===== src/rtl/sample_readback.sv =====
`default_nettype none
// ============================================================================
// Module   : sample_readback
// Purpose  : Reads a finished capture back out of the sample memory ring
//            buffer and decodes each stored packet into interval, channel data,
//            trigger flag and last flag for the host upload serializer.
//            Memory reads are issued in order.  Reads in flight plus buffered
//            entries never exceed FIFO_DEPTH, so the output buffer cannot
//            overflow.
// Ports    : clk, reset              - clock, synchronous active-high reset
//            start, abort            - one-cycle control pulses
//            sampleNum_Begin/Trig    - first and trigger sample numbers
//            sampleCount             - samples to read (clamped to capacity)
//            rd_req/rd_addr/rd_ack   - memory read request channel
//            rd_data_valid/rd_data   - in-order memory read responses
//            out_valid/out_ready     - decoded sample stream handshake
//            out_data/out_interval   - channel data / transition interval
//            out_trigger/out_last    - trigger sample / final sample flags
//            busy, done              - status; done pulses on completion
// Revision : 1.0 - initial release
// ============================================================================
module sample_readback #(
    parameter int SAMPLE_WIDTH        = 16,
    parameter int SAMPLE_PACKET_WIDTH = 32,
    parameter int MEMORY_CAPACITY     = 2**27,
    parameter int MEMORY_WORD_WIDTH   = 2,
    parameter int FIFO_DEPTH          = 4
) (
    input  logic                                      clk,
    input  logic                                      reset,
    input  logic                                      start,
    input  logic                                      abort,
    input  logic [31:0]                               sampleNum_Begin,
    input  logic [31:0]                               sampleNum_Trig,
    input  logic [31:0]                               sampleCount,
    output logic                                      rd_req,
    output logic [31:0]                               rd_addr,
    input  logic                                      rd_ack,
    input  logic                                      rd_data_valid,
    input  logic [SAMPLE_PACKET_WIDTH-1:0]            rd_data,
    output logic                                      out_valid,
    input  logic                                      out_ready,
    output logic [SAMPLE_WIDTH-1:0]                   out_data,
    output logic [SAMPLE_PACKET_WIDTH-SAMPLE_WIDTH-1:0] out_interval,
    output logic                                      out_trigger,
    output logic                                      out_last,
    output logic                                      busy,
    output logic                                      done
);

    localparam int C_WORDS_PER_PACKET = (SAMPLE_PACKET_WIDTH / 8) / MEMORY_WORD_WIDTH;
    localparam logic [31:0] C_MAX_SAMPLE_NUMBER =
        32'((MEMORY_CAPACITY / MEMORY_WORD_WIDTH) / C_WORDS_PER_PACKET - 1);
    localparam logic [31:0] C_MAX_COUNT = C_MAX_SAMPLE_NUMBER + 32'd1;
    localparam int C_PTR_W   = $clog2(FIFO_DEPTH);
    localparam int C_CNT_W   = C_PTR_W + 1;
    localparam int C_ENTRY_W = SAMPLE_PACKET_WIDTH + 2;
    localparam logic [C_CNT_W:0] C_DEPTH_EXT = (C_CNT_W + 1)'(FIFO_DEPTH);

    typedef enum logic [1:0] {
        ST_IDLE  = 2'd0,
        ST_READ  = 2'd1,
        ST_WAIT  = 2'd2,
        ST_FLUSH = 2'd3
    } state_t;

    state_t               state_q, state_d;
    logic [31:0]          count_q, count_d;
    logic [31:0]          trig_q, trig_d;
    logic [31:0]          issued_q, issued_d;
    logic [31:0]          req_addr_q, req_addr_d;
    logic [31:0]          resp_addr_q, resp_addr_d;
    logic [31:0]          resp_idx_q, resp_idx_d;
    logic [C_CNT_W-1:0]   in_flight_q, in_flight_d;
    logic [C_CNT_W-1:0]   occ_q, occ_d;
    logic [C_PTR_W-1:0]   wr_ptr_q, wr_ptr_d;
    logic [C_PTR_W-1:0]   rd_ptr_q, rd_ptr_d;
    logic                 done_q, done_d;
    logic [C_ENTRY_W-1:0] fifo_mem_q [FIFO_DEPTH];
    logic [C_ENTRY_W-1:0] fifo_mem_d [FIFO_DEPTH];

    logic                 w_credit;
    logic                 w_ack_fire;
    logic                 w_resp_ok;
    logic                 w_push;
    logic                 w_pop;
    logic                 w_abort_hit;
    logic [31:0]          w_count_clamped;
    logic [C_ENTRY_W-1:0] w_head;
    logic [C_ENTRY_W-1:0] w_push_entry;

    // Ring-buffer successor of a sample number.
    function automatic logic [31:0] next_addr(input logic [31:0] a);
        return (a == C_MAX_SAMPLE_NUMBER) ? 32'd0 : a + 32'd1;
    endfunction

    // A request may only go out while a buffer slot is reserved for its
    // response, counting both reads in flight and entries not yet consumed.
    assign w_credit   = ({1'b0, in_flight_q} + {1'b0, occ_q}) < C_DEPTH_EXT;
    assign rd_req     = (state_q == ST_READ) && (issued_q < count_q) && w_credit;
    assign rd_addr    = req_addr_q;
    assign w_ack_fire = rd_req && rd_ack;

    // Responses with nothing outstanding (protocol violation, or stale after
    // reset) are dropped without touching any counter.
    assign w_resp_ok    = rd_data_valid && (in_flight_q != '0);
    assign w_push       = w_resp_ok && ((state_q == ST_READ) || (state_q == ST_WAIT));
    assign w_push_entry = {rd_data,
                           (resp_addr_q == trig_q),
                           (resp_idx_q == (count_q - 32'd1))};

    assign w_abort_hit     = abort && ((state_q == ST_READ) || (state_q == ST_WAIT));
    assign w_count_clamped = (sampleCount > C_MAX_COUNT) ? C_MAX_COUNT : sampleCount;

    // Entry layout: {interval, data, trigger, last}.  Outputs are forced to
    // zero whenever the buffer is empty so no stale entry is ever visible.
    assign w_head       = fifo_mem_q[rd_ptr_q];
    assign out_valid    = (occ_q != '0);
    assign w_pop        = out_valid && out_ready;
    assign out_last     = out_valid && w_head[0];
    assign out_trigger  = out_valid && w_head[1];
    assign out_data     = out_valid ? w_head[SAMPLE_WIDTH+1:2] : '0;
    assign out_interval = out_valid ? w_head[C_ENTRY_W-1:SAMPLE_WIDTH+2] : '0;
    assign busy         = (state_q != ST_IDLE);
    assign done         = done_q;

    always_comb begin
        state_d     = state_q;
        count_d     = count_q;
        trig_d      = trig_q;
        issued_d    = issued_q;
        req_addr_d  = req_addr_q;
        resp_addr_d = resp_addr_q;
        resp_idx_d  = resp_idx_q;
        wr_ptr_d    = wr_ptr_q;
        rd_ptr_d    = rd_ptr_q;
        fifo_mem_d  = fifo_mem_q;
        done_d      = 1'b0;

        in_flight_d = in_flight_q + {{(C_CNT_W-1){1'b0}}, w_ack_fire}
                                  - {{(C_CNT_W-1){1'b0}}, w_resp_ok};
        occ_d       = occ_q + {{(C_CNT_W-1){1'b0}}, w_push}
                            - {{(C_CNT_W-1){1'b0}}, w_pop};

        if (w_resp_ok) begin
            resp_addr_d = next_addr(resp_addr_q);
            resp_idx_d  = resp_idx_q + 32'd1;
        end
        if (w_push) begin
            fifo_mem_d[wr_ptr_q] = w_push_entry;
            wr_ptr_d             = wr_ptr_q + C_PTR_W'(1);
        end
        if (w_pop) begin
            rd_ptr_d = rd_ptr_q + C_PTR_W'(1);
        end
        if (w_ack_fire) begin
            issued_d   = issued_q + 32'd1;
            req_addr_d = next_addr(req_addr_q);
        end

        unique case (state_q)
            ST_IDLE: begin
                if (start) begin
                    count_d     = w_count_clamped;
                    trig_d      = sampleNum_Trig;
                    issued_d    = '0;
                    req_addr_d  = sampleNum_Begin;
                    resp_addr_d = sampleNum_Begin;
                    resp_idx_d  = '0;
                    in_flight_d = '0;
                    occ_d       = '0;
                    wr_ptr_d    = '0;
                    rd_ptr_d    = '0;
                    if (w_count_clamped == 32'd0) begin
                        done_d = 1'b1;
                    end else begin
                        state_d = ST_READ;
                    end
                end
            end
            ST_READ: begin
                if (issued_d == count_q) begin
                    state_d = ST_WAIT;
                end
            end
            ST_WAIT: begin
                if (w_pop && w_head[0]) begin
                    state_d = ST_IDLE;
                    done_d  = 1'b1;
                end
            end
            ST_FLUSH: begin
                if (in_flight_d == '0) begin
                    state_d = ST_IDLE;
                end
            end
            default: begin
                state_d = ST_IDLE;
            end
        endcase

        // Abort empties the buffer immediately; outstanding responses are
        // then absorbed in FLUSH so they cannot leak into a later readback.
        if (w_abort_hit) begin
            state_d  = ST_FLUSH;
            occ_d    = '0;
            wr_ptr_d = '0;
            rd_ptr_d = '0;
            done_d   = 1'b0;
        end
    end

    always_ff @(posedge clk) begin
        if (reset) begin
            state_q     <= ST_IDLE;
            count_q     <= '0;
            trig_q      <= '0;
            issued_q    <= '0;
            req_addr_q  <= '0;
            resp_addr_q <= '0;
            resp_idx_q  <= '0;
            in_flight_q <= '0;
            occ_q       <= '0;
            wr_ptr_q    <= '0;
            rd_ptr_q    <= '0;
            done_q      <= 1'b0;
        end else begin
            state_q     <= state_d;
            count_q     <= count_d;
            trig_q      <= trig_d;
            issued_q    <= issued_d;
            req_addr_q  <= req_addr_d;
            resp_addr_q <= resp_addr_d;
            resp_idx_q  <= resp_idx_d;
            in_flight_q <= in_flight_d;
            occ_q       <= occ_d;
            wr_ptr_q    <= wr_ptr_d;
            rd_ptr_q    <= rd_ptr_d;
            done_q      <= done_d;
        end
    end

    // Buffer storage needs no reset: occupancy gates every read of it.
    always_ff @(posedge clk) begin
        fifo_mem_q <= fifo_mem_d;
    end

endmodule
`default_nettype wire


===== config.mk =====
export PLATFORM = sky130hd
export DESIGN_NAME = sample_readback
export DESIGN_NICKNAME = d
export VERILOG_FILES = /design/src/rtl/sample_readback.sv
export SDC_FILE = /design/constraint.sdc
export NUM_CORES = 1
export LEC_CHECK = 0
export BUFFER_PORTS_ARGS = -buffer_cell sky130_fd_sc_hd__clkbuf_2
export CAP_MARGIN = 20
export CORE_AREA = 2 2 282 145
export DETAILED_ROUTE_END_ITERATION = 8
export DIE_AREA = 0 0 284 147
export GPL_TIMING_DRIVEN = 0
export PLACE_DENSITY_LB_ADDON = 0.08
export SYNTH_ARGS = -nofsm -noshare
export SYNTH_HDL_FRONTEND = slang
export SYNTH_SLANG_ARGS = --single-unit

===== constraint.sdc =====
create_clock -name clk -period 15.2 [get_ports clk]
set_clock_uncertainty 0.2 [all_clocks]
set_input_delay 1.52 -clock clk [delete_from_list [all_inputs] [get_ports clk]]
set_output_delay 1.52 -clock clk [all_outputs]
set_load 0.05 [all_outputs]

**After elaboration in Yosys (flattened, before gate mapping)**

Index checks and enable logic that the tools add are counted.

- Add/subtract/negate cells: 12
- Order comparisons: 6
- Eq/ne operators: 13
- Muxes and demuxes: 44
- Bitwise operators: 2
- Reductions and logical operators: 21

Operators with widths:

| operator | number |
|---|---|
| $mux W32 | 15 |
| $bwmux W136 | 1 |
| $add A32 B1 Y32 const B | 4 |
| $mux W34 | 3 |
| $eq A32 B32 Y1 | 3 |
| $bmux W34 S2 | 1 |
| $demux W34 S2 | 1 |
| $eq A32 B25 Y1 const B | 2 |
| $gt A32 B26 Y1 const B | 1 |
| $logic_not A32 Y1 | 1 |
| $lt A32 B32 Y1 | 1 |
| $mux W16 | 2 |
| $sub A32 B1 Y32 const B | 1 |
| $mux W2 | 12 |
| $mux W3 | 4 |
| $logic_and A1 B1 Y1 | 11 |
| $ne A3 B3 Y1 const B | 3 |
| $pmux W2 S4 | 1 |
| $add A3 B1 Y3 | 2 |
| $ge A3 B3 Y1 const B | 2 |
| $ne A3 B2 Y1 const B | 2 |
| $not A2 Y3 | 2 |
| $reduce_bool A3 Y1 | 2 |
| $sub A3 B1 Y3 | 2 |
| 15 further kinds | 19 |

- Flip-flop bits (word level): 341
- Output and inout bits: 70

**Depth between registers and ports, before layout**

- Word-level depth: 10
- Mapped depth: 24

**Worst setup path before layout**

Ideal clock, no wire load.

- Kind: reg2reg
- Start point: reg count_q[6]
- End point: reg state_q[0]
- Setup time: 0.095 ns
- Arrival time: 5.401 ns
- Required time: 14.905 ns
- Slack: 9.504 ns
- Stages on the path, launching flop included: 24
- Clock period less this slack: 5.696 ns
- Path through: dfxtp_1 clkbuf_1 inv_1 ha_1 nand2_1 or3_1 o221a_2 o41ai_2 a21oi_1 clkbuf_1 inv_1 ha_1 inv_1 ha_1 fa_1 o31a_1 a311oi_1 o31a_1 o211ai_1 or4_1 nor4b_1 and4_1 nand2_1 a221oi_1

- Cells in the longest elaborated chain, start to end: 9
- Elaborated cells between the ends (all ways): 12
- Those cells by class: add/sub (2); order compare (1); eq/ne (3); mux (1); reduce/logical (5)

RTL lines:

| element | RTL line | text |
|---|---|---|
| from (decl) | 68 | `logic [31:0] count_q, count_d;` |
| from (signal assigned) | 229 | `count_q <= count_d;` |
| $lt A32 B32 Y1 | 100 | `assign rd_req = (state_q == ST_READ) && (issued_q < count_q) && w_credit;` |
| $logic_and A1 B1 Y1 (2 in series) | 100 |  |
| $logic_and A1 B1 Y1 | 102 | `assign w_ack_fire = rd_req && rd_ack;` |
| $add A3 B1 Y3 | 140 | `in_flight_d = in_flight_q + {{(C_CNT_W-1){1'b0}}, w_ack_fire}` |
| $sub A3 B1 Y3 | 141 | `- {{(C_CNT_W-1){1'b0}}, w_resp_ok};` |
| $logic_not A3 Y1 | 193 | `if (in_flight_d == '0) begin` |
| $ne A3 B3 Y1 (no source line) | -- |  |
| $reduce_and A5 Y1 (no source line) * | -- |  |
| to (signal assigned) | 228 | `state_q <= state_d;` |
| to (decl) | 67 | `state_t state_q, state_d;` |

Mark *: on every way between the ends. The rest lies on a longest branch, timed or not.
A chain may end at the register's enable or synchronous reset.

**Final worst setup path**

- Start point: reg count_q[6]
- End point: reg state_q[1]

Same word-level chain as after synthesis.

==> run_results.csv <==
group,metric,value,unit
logic_synthesis,synth_area,0.0174,mm²
floorplan,die_h,147,µm
power_and_ir_drop,p_per_area,133,mW/mm²
clock_network,cts_resized,0,
logic_synthesis,synth.net_count,2009,
detailed_routing,wirelength,57900,µm
cells_and_area,nets,2252,
worst_setup_path,crit_required,15430,ps
logic_synthesis,ys.flop_type,"dfxtp_1",
power_and_ir_drop,leakage,7.65,nW
global_routing,grt_pass1_wl,86000,µm
floorplan,io_pins,205,
detailed_routing,wl_per_cell,22.0,µm
clock_network,h-tree-depth,2,
logic_synthesis,synth_area_per_cell,9.56,µm²
sta,tightest_slew,1360,ps
logic_synthesis,yosysTopAreaCell,"dfxtp_1",
logic_synthesis,netlist_instances,1820,
worst_setup_path,worst-setup-path-type,"reg -> reg",
sta,report.final.slew_viol_count,0,
clock_network,cts_sinks,341,
sta,whs,269,ps
clock_network,cts.path.max_buffers,3,
worst_setup_path,endpoint_kind,"flip-flop",
logic_synthesis,ys_types,68,
floorplan,rows,52,
global_routing,grt-ovfl-total,0,
detailed_routing,ant_nets,0,
hold_path,hold_class,"reg -> reg",
placement,port_buffers,203,
worst_setup_path,r2r_slack,7650,ps
worst_setup_path,worstPathArrival,7790,ps
power_and_ir_drop,irDropWorstVdd,0.0811,mV
global_routing,track_usage,27.4,%
global_routing,grt_pass1_vias,13700,
clock_network,cts_hold_buf,0,
clock_network,clk_latency,550,ps
global_routing,grt_antenna_before_repair,0,
cells_and_area,layout-drive-gt1-share,15.0,%
outcome,status,"complete, no violations",
sta,fin_crit,7550,ps
worst_setup_path,crit_fanout,10,
global_routing,grt_max_degree,35,
logic_synthesis,ys_seq_area_share,47.1,%
power_and_ir_drop,swShare,37.4,%
logic_synthesis,yosysWarnings,0,
detailed_routing,drt_iter0_drc,1550,
sta,hold_viol_final,0,
placement,routabilityCongestion,1.01,
detailed_routing,routed_via_density,5.65,
floorplan,dieArea,0.0417,mm²
logic_synthesis,ys_seq_elements,341,
detailed_routing,drc,0,
floorplan,core_area,0.0396,mm²
power_and_ir_drop,p_comb_share,29.8,%
worst_setup_path,cp-start-kind,"flip-flop",
cells_and_area,syn_to_final_growth,15.9,%
power_and_ir_drop,clkPwrFrac,29.9,%
sta,rsz0062_at_grt,"false",
floorplan,die_w,284,µm
logic_synthesis,async_flop_share,0,%
clock_network,cts_buffers,34,
clock_network,tritoncts,"yes",
clock_network,cts_setup_buffers,0,
logic_synthesis,synth_top_area_share,23.6,%
power_and_ir_drop,p_int,1.68,mW
logic_synthesis,synth_area_leaders,"dfxtp_1, edfxtp_1, nand2_1",
placement,hpwl,45300,µm
power_and_ir_drop,switchingPower,1.00,mW
clock_network,clk_pin_slew,60,ps
detailed_routing,vias,14900,
clock_network,clock-root-buffer,"clkbuf_16",
logic_synthesis,synth_edf_count,136,
detailed_routing,drt_pass1_iterations,6,
floorplan,start_util,44.0,%
sta,max_slew_margin,6.67,%
sta,post-route-period-util,49.7,%
sta,fmax,132,MHz
sta,setup_tns,0,ps
sta,setup_viol,0,
power_and_ir_drop,seqPwrFrac,40.3,%
job,cap_violations,0,
==> cells in the final DEF (no fill, tap or decap), types with 5 or more instances in the layout <==
master	synthesis	final
a2111oi_0	5	5
a211oi_1	10	10
a21oi_1	140	140
a221oi_1	5	5
a22oi_1	10	10
a31oi_1	5	5
and2_1	45	45
and3_1	37	33
and4_1	14	14
buf_1	7	7
buf_2	6	8
clkbuf_1	74	85
clkbuf_16	0	34
clkbuf_2	0	203
dfxtp_1	205	205
edfxtp_1	136	136
ha_1	52	52
inv_1	61	61
mux2i_1	5	5
mux4_2	34	34
nand2_1	265	265
nand2b_1	10	10
nand3_1	75	75
nand4_1	44	44
nor2_1	147	147
nor3_1	29	29
nor4_1	41	40
o211ai_1	6	6
o21ai_0	51	51
o22ai_1	5	5
o31ai_1	7	7
or3_1	10	10
xnor2_1	108	108
xor2_1	108	108
==> worst paths after layout <==
kind / startpoint / end / cells past startpoint
max: count_q[6]$_SDFFE_PP0P_ / state_q[1]$_SDFFE_PP0P_ / 23
min: trig_q[14]$_SDFFE_PP0P_ / trig_q[14]$_SDFFE_PP0P_ / 2
max reg2reg: count_q[6]$_SDFFE_PP0P_ / state_q[1]$_SDFFE_PP0P_ / 23
min reg2reg: trig_q[14]$_SDFFE_PP0P_ / trig_q[14]$_SDFFE_PP0P_ / 2
==> area by class of cell <==
cell class / count / area (µm²)
fill: 3792 / 19400
multi-input combinational: 1328 / 8630
sequential: 341 / 8190
timing repair buffer: 207 / 1060
clock buffer: 48 / 933
tap: 540 / 676
buffer: 89 / 357
inverter: 62 / 233
clock inverter: 12 / 76.3
antenna: 1 / 2.50
==> through the flow <==
stage | area, µm² | worst slack (ps) | utilization (%) | std cells | power [mW]
3_5_place_dp | 19100 | 7920 | 48.4 | 2565 | 1.89
6_report | 20200 | 7650 | 51.0 | 2628 | 2.68
5_1_grt | 20200 | 7400 | 51.0 | 2627 | 2.81
4_1_cts | 20100 | 7910 | 50.9 | 2625 | 2.70
3_3_place_gp | 19100 | 7980 | 48.3 | 2563 | 1.89
2_1_floorplan | 17400 | 9500 | - | 1820 | 1.64
==> critical path, stage by stage (launching register included) <==
cell	delay, ps
dfxtp_1	300
clkbuf_1	330
inv_1	150
ha_1	310
nand2_1	80
or3_1	320
o221a_2	330
o41ai_2	1050
a21oi_1	300
clkbuf_1	440
inv_1	410
ha_1	290
inv_1	50
ha_1	160
fa_1	450
o31a_1	310
a311oi_1	290
o31a_1	190
o211ai_1	100
or4_1	520
nor4b_1	240
and4_1	240
nand2_1	80
a221oi_1	290
==> synth_stat cells, types with 5 or more instances <==
library cell  count
a31oi_1           5
xnor2_1         108
nor2_1          147
or3_1            10
o22ai_1           5
clkbuf_1         74
buf_2             6
nand3_1          75
nand4_1          44
mux4_2           34
ha_1             52
inv_1            61
dfxtp_1         205
mux2i_1           5
nor4_1           41
xor2_1          108
a2111oi_0         5
and3_1           37
buf_1             7
a22oi_1          10
o21ai_0          51
and2_1           45
o31ai_1           7
a211oi_1         10
and4_1           14
nand2_1         265
edfxtp_1        136
nand2b_1         10
a221oi_1          5
a21oi_1         140
nor3_1           29
o211ai_1          6
==> kinds of logic (layout without fill, tap and decap cells) <==
group	count (synthesis)	count (layout)	synth area share, %
and+or+nand+nor	738	738	20.4
xor gates and xnor gates	216	216	10.9
other	0	1	0
AOI/OAI and AO/OA	280	280	9.61
muxes	40	40	4.75
buffers and inverters	151	418	3.39
DFF	341	341	47.1
adders and majority gates	54	54	3.97
==> sequential cells by signal (all words and copies together), names as in the netlist <==
register	flops
in_flight_q	3
rd_addr	32
fifo_mem_q	136
resp_addr_q	32
rd_ptr_q	2
wr_ptr_q	2
count_q	32
trig_q	32
resp_idx_q	32
state_q	2
issued_q	32
done	1
occ_q	3
==> power groups by stage <==
stage	Sequential (mW)	Clock, mW	Combinational [mW]
after floorplan	1.13	0	0.507
after global placement	1.10	0	0.786
after detailed placement	1.10	0	0.793
after CTS	1.08	0.823	0.796
after global routing	1.09	0.858	0.861
final	1.08	0.801	0.800
==> layer usage <==
layer	share of wire (%)	track usage [%]	vias up
met3	10	7.25	67
met2	37	34.3	591
met4	1.8	5.53	2
li1	-	-	6947
met1	51	45.3	7254
met5	0.15	1.48	-
Power figures use the tool's default switching activity.
